[config.mk]
export PLATFORM = sky130hd
export DESIGN_NAME = axi_lite_settings_bridge
export DESIGN_NICKNAME = d
export VERILOG_FILES = /design/src/rtl/axi_lite_settings_bridge.sv
export SDC_FILE = /design/constraint.sdc
export NUM_CORES = 1
export LEC_CHECK = 0
export ABC_AREA = 1
export CORE_UTILIZATION = 30
export DETAILED_ROUTE_END_ITERATION = 10
export PLACE_DENSITY = 0.54
export SYNTH_ARGS = -nofsm -noshare
export SYNTH_HDL_FRONTEND = slang
export SYNTH_SLANG_ARGS = --single-unit
[constraint.sdc]
create_clock -name clk -period 2.9 [get_ports clk]
set_input_delay 0.725 -clock clk [delete_from_list [all_inputs] [get_ports clk]]
set_output_delay 0.725 -clock clk [all_outputs]
set_load 0.02 [all_outputs]
[src/rtl/axi_lite_settings_bridge.sv]
// AXI-Lite slave to settings-bus bridge; define SETTINGS_BRIDGE_STRB_CHECK_EN to reject partial-strobe writes with SLVERR.
// Latency: AW+W (or AR) accepted in cycle N -> set_stb/get_stb in N+1 -> bvalid/rvalid in N+2.
// Backpressure: one outstanding transaction per direction; readys stay low until the response is taken.
module axi_lite_settings_bridge #(
  parameter int C_DATAWIDTH = 32,
  parameter int C_ADDRWIDTH = 32
) (
  input  logic                       clk,
  input  logic                       rst,
  input  logic [C_ADDRWIDTH-1:0]     s_axi_awaddr,
  input  logic                       s_axi_awvalid,
  output logic                       s_axi_awready,
  input  logic [C_DATAWIDTH-1:0]     s_axi_wdata,
  input  logic [C_DATAWIDTH/8-1:0]   s_axi_wstrb,
  input  logic                       s_axi_wvalid,
  output logic                       s_axi_wready,
  output logic [1:0]                 s_axi_bresp,
  output logic                       s_axi_bvalid,
  input  logic                       s_axi_bready,
  input  logic [C_ADDRWIDTH-1:0]     s_axi_araddr,
  input  logic                       s_axi_arvalid,
  output logic                       s_axi_arready,
  output logic [C_DATAWIDTH-1:0]     s_axi_rdata,
  output logic [1:0]                 s_axi_rresp,
  output logic                       s_axi_rvalid,
  input  logic                       s_axi_rready,
  output logic [C_DATAWIDTH-1:0]     set_data,
  output logic [C_ADDRWIDTH-1:0]     set_addr,
  output logic                       set_stb,
  output logic [C_ADDRWIDTH-1:0]     get_addr,
  output logic                       get_stb,
  input  logic [C_DATAWIDTH-1:0]     get_data
);

  typedef enum logic [1:0] {W_IDLE, W_STB, W_RESP} w_state_t;
  typedef enum logic [1:0] {R_IDLE, R_STB, R_RESP} r_state_t;

  w_state_t               w_state, w_next;
  r_state_t               r_state, r_next;
  logic                   aw_done, w_done;
  logic                   aw_fire, w_fire, ar_fire;
  logic                   strb_ok;
  logic [C_ADDRWIDTH-1:0] aw_addr_q;
  logic [C_DATAWIDTH-1:0] w_data_q;

  // Handshake outputs are gated by rst so nothing is offered while reset is held.
  assign s_axi_awready = !rst && (w_state == W_IDLE) && !aw_done;
  assign s_axi_wready  = !rst && (w_state == W_IDLE) && !w_done;
  assign s_axi_bvalid  = !rst && (w_state == W_RESP);
  assign s_axi_arready = !rst && (r_state == R_IDLE);
  assign s_axi_rvalid  = !rst && (r_state == R_RESP);
  assign s_axi_rresp   = 2'b00;
  assign get_stb       = !rst && (r_state == R_STB);

  assign aw_fire = s_axi_awvalid && s_axi_awready;
  assign w_fire  = s_axi_wvalid  && s_axi_wready;
  assign ar_fire = s_axi_arvalid && s_axi_arready;

  always_comb begin
    w_next  = w_state;
    set_stb = 1'b0;
    case (w_state)
      W_IDLE: if ((aw_done || aw_fire) && (w_done || w_fire)) w_next = W_STB;
      W_STB: begin
        w_next  = W_RESP;
        set_stb = !rst && strb_ok;
      end
      W_RESP: if (s_axi_bready) w_next = W_IDLE;
      default: w_next = W_IDLE;
    endcase
  end

  always_ff @(posedge clk) begin
    if (rst) begin
      w_state     <= W_IDLE;
      aw_done     <= 1'b0;
      w_done      <= 1'b0;
      aw_addr_q   <= '0;
      w_data_q    <= '0;
      set_addr    <= '0;
      set_data    <= '0;
      s_axi_bresp <= 2'b00;
    end else begin
      w_state <= w_next;
      if (w_state == W_IDLE) begin
        if (aw_fire) begin
          aw_done   <= 1'b1;
          aw_addr_q <= s_axi_awaddr;
        end
        if (w_fire) begin
          w_done   <= 1'b1;
          w_data_q <= s_axi_wdata;
        end
        // Bypass the holding registers when the last half arrives this cycle.
        if (w_next == W_STB) begin
          aw_done  <= 1'b0;
          w_done   <= 1'b0;
          set_addr <= aw_fire ? s_axi_awaddr : aw_addr_q;
          set_data <= w_fire  ? s_axi_wdata  : w_data_q;
        end
      end
      if (w_state == W_STB) s_axi_bresp <= strb_ok ? 2'b00 : 2'b10;
    end
  end

`ifdef SETTINGS_BRIDGE_STRB_CHECK_EN
  logic [C_DATAWIDTH/8-1:0] w_strb_q;

  always_ff @(posedge clk) begin
    if (rst) begin
      w_strb_q <= '0;
      strb_ok  <= 1'b0;
    end else if (w_state == W_IDLE) begin
      if (w_fire) w_strb_q <= s_axi_wstrb;
      if (w_next == W_STB) strb_ok <= &(w_fire ? s_axi_wstrb : w_strb_q);
    end
  end
`else
  logic unused_wstrb;
  assign strb_ok      = 1'b1;
  assign unused_wstrb = ^s_axi_wstrb;
`endif

  always_comb begin
    r_next = r_state;
    case (r_state)
      R_IDLE:  if (ar_fire) r_next = R_STB;
      R_STB:   r_next = R_RESP;
      R_RESP:  if (s_axi_rready) r_next = R_IDLE;
      default: r_next = R_IDLE;
    endcase
  end

  always_ff @(posedge clk) begin
    if (rst) begin
      r_state     <= R_IDLE;
      get_addr    <= '0;
      s_axi_rdata <= '0;
    end else begin
      r_state <= r_next;
      if (ar_fire) get_addr <= s_axi_araddr;
      if (r_state == R_STB) s_axi_rdata <= get_data;
    end
  end

endmodule

==> flow_metrics.env <==
export IMPL_crit_buf_inv=2
export IMPL_rsz0062_at_grt="no"
export IMPL_synth_flop_cell="dfxtp_1"
export IMPL_fillers=2665
export IMPL_die_h_um=164
export IMPL_multi_input_area_um2=2620
export IMPL_die_w_um=164
export IMPL_dp_cells=1714
export IMPL_num_vias=7124
export IMPL_path_delay_family="buffers and inverters"
export IMPL_holdCritPathClass="register to register"
export IMPL_async_flop_share_pct=0
export IMPL_syn_to_final_growth_pct=45.5
export IMPL_numPortBuffers=269
export IMPL_synthTopCellsByCount="344 x nand2_1, 272 x inv_1, 198 x dfxtp_1, 120 x nor2_1, 52 x a21oi_1"
export IMPL_grt_pass1_wl_um=34000
export IMPL_dr_pass1_iters=4
export IMPL_ys_ff_latch=198
export IMPL_ios=278
export IMPL_ctsResizeCount=0
export IMPL_ys_seq_area_share_pct=50.3
export IMPL_status="completed"
export IMPL_end_kind="primary output"
export IMPL_cts_buffers=17
export IMPL_clock_tree_root_cell="clkbuf_16"
export IMPL_worst_pin_slew_ps=808
export IMPL_power_internal_uw=4830
export IMPL_num_nets_final=1542
export IMPL_drc_errors=0
export IMPL_crit_slowest_cell="clkdlybuf4s50_1"
export IMPL_ys_top_cells_by_area="dfxtp_1 50%, nand2_1 16%, inv_1 13%"
export IMPL_rows=58
export IMPL_clk_path_buf_depth=2
export IMPL_finalHoldViolations=0
export IMPL_grt_pass1_vias=6564
export IMPL_synth_top_area_share_pct=50.3
export IMPL_swShare_pct=28.9
export IMPL_routedWlPerCell_um=12.4
export IMPL_grt_overflow=0
export IMPL_cts_clk_slew_worst_paths_ps=70
export IMPL_power_uw=6790
export IMPL_grt_use_total_pct=16.2
export IMPL_dpl_hpwl_um=14600
export IMPL_crit_fanout=12
export IMPL_switchingPower_uw=1960
export IMPL_syn_area_um2=7880
export IMPL_drt_vias_per_instance=4.08
export IMPL_dieArea_um2=26900
export IMPL_seq_area_um2=3960
export IMPL_powerDensity_nw_per_um2=593
export IMPL_grt_antenna_before_repair=0
export IMPL_coreArea_um2=25500
export IMPL_n_antenna_cell=0
export IMPL_ctsHoldBuffers=0
export IMPL_wl_um=21500
export IMPL_cts_setup_buffers=0
export IMPL_required_ps=2170
export IMPL_p_seq_share_pct=44.8
export IMPL_power_leakage_uw=0.00590
export IMPL_tns_ps=0
export IMPL_slew_headroom_pct=46.1
export IMPL_arrival_ps=1970
export IMPL_drive_above_1_share_pct=3.96
export IMPL_drtAntennaViolNets=0
export IMPL_setup_viol=0
export IMPL_synthCells=1153
export IMPL_grt_max_degree=72
export IMPL_critPathMaxStageDelay_ps=700
export IMPL_syn_avg_cell_area_um2=6.83
export IMPL_clock_power_share_pct=34.8
export IMPL_drt_iter0_drc=362
export IMPL_whs_ps=465
export IMPL_yosys_warnings=0
export IMPL_start_kind="input port"
export IMPL_numClockSinks=198
export IMPL_clock_latency_ps=430
export IMPL_synth_edf_count=0
export IMPL_clock_skew_ps=16.7
export IMPL_slew_viol_final=0
export IMPL_synth_top_cell_by_area="dfxtp_1"
export IMPL_irDropWorstVdd_uv=269
export IMPL_combPwrFrac_pct=20.4
export IMPL_cts_tree="done"
export IMPL_htreeDepth=4
export IMPL_cap_violations=0
export IMPL_fin_cells=1744
export IMPL_start_util_pct=30.9
export IMPL_path_cells="buf_2 > nor3_1 > clkdlybuf4s50_1"
export IMPL_gp_congestion=0.737
export IMPL_path_class="input port to primary output"
export IMPL_timing_final_crit_share_pct=92.8
export IMPL_synth_most_common_cell="nand2_1"
export IMPL_min_period_ps=2690
export IMPL_synthDistinctLibCells=22
export IMPL_max_freq_mhz=371
[cells in the final DEF, fill, tap and decap left out]
cell             instances
nor3_1                   2
o21ai_0                 33
conb_1                   4
clkinv_8                 1
buf_12                   2
a211oi_1                16
clkbuf_16               17
inv_8                    3
clkinv_4                 4
buf_2                    1
clkinv_2                 1
inv_1                  272
bufinv_16                1
dfxtp_1                198
nor2_4                   1
clkbuf_8                 1
nand2_1                343
o21a_1                   1
o21bai_2                 1
clkdlybuf4s50_1        268
nand4_1                  1
inv_6                    3
nand3_4                  1
a21oi_1                 52
nand4_2                  1
buf_4                   17
nor2_1                 120
nand3_1                 48
nand2_2                  1
[power by group through the flow]
stage	sequential, uW	clock, uW	combinational (uW)
global placement	3100	0	1400
CTS	3040	2470	1410
detailed placement	3110	0	1400
floorplan	3280	0	575
global route	3070	2560	1550
finish	3040	2360	1390
[registers in the layout, indices dropped and copies added (netlist names)]
signal / count
set_addr: 32
get_addr: 32
r_state: 2
aw_done: 1
set_data: 32
aw_addr_q: 32
s_axi_rdata: 32
w_done: 1
w_state: 2
w_data_q: 32
[worst reg2reg max path, stage by stage (launching register included)]
cell and delay (ps):
dfxtp_1 350, nor2_4 220, nand2_1 130, o21bai_2 200
nand3_4 220, nand2_2 120, buf_4 350, nand2_1 120
nand2_1 80, inv_1 30
[final timing paths]
| kind | depth (start not counted) | endpoint | slack, ps | startpoint |
|---|---|---|---|---|
| worst max-delay path | 3 | s_axi_arready | 210 | rst |
| worst min-delay path | 2 | get_addr[1] | 460 | get_addr[1] |
| worst max register to register | 9 | set_data[7] | 980 | w_state[0] |
| worst min register to register | 2 | get_addr[1] | 460 | get_addr[1] |
[per-stage QoR]
stage	area (um^2)	util, %	setup WS, ps
floorplan	7890	-	739
global placement	10900	42.7	204
detailed placement	10900	42.7	183
CTS	11500	45.0	183
global route	11500	45.0	124
finish	11500	45.0	208
[area by class of cell]
type	count	share of cell area (%)
Inverter	273	8.95
Timing Repair Buffer	288	24.9
Multi-Input combinational cell	625	22.9
Tap cell	330	3.60
Clock inverter	12	1.23
Clock buffer	18	3.83
Sequential cell	198	34.6
[per-layer routing]
layer  up-vias  part of all wire (%)  track usage, %  wire (um)
met3        21                   5.3            3.89       1130
li1       3827                     -               -          -
met2       146                    47            26.4      10200
met1      3130                    46            20.7       9930
met4         0                   1.5            5.77        328
met5         -                     0               0          0
[cell families (layout without fill, tap and decap cells)]
kind of cell | count (synthesis) | in the layout | synth area share, %
AO/OA/AOI/OAI | 103 | 103 | 7.16
buffers and inverters | 333 | 591 | 16.7
flip-flops | 198 | 198 | 50.3
other | 1 | 4 | 0.0476
AND/OR/NAND/NOR | 518 | 518 | 25.8
No activity file was read; power rests on OpenSTA's default activity.
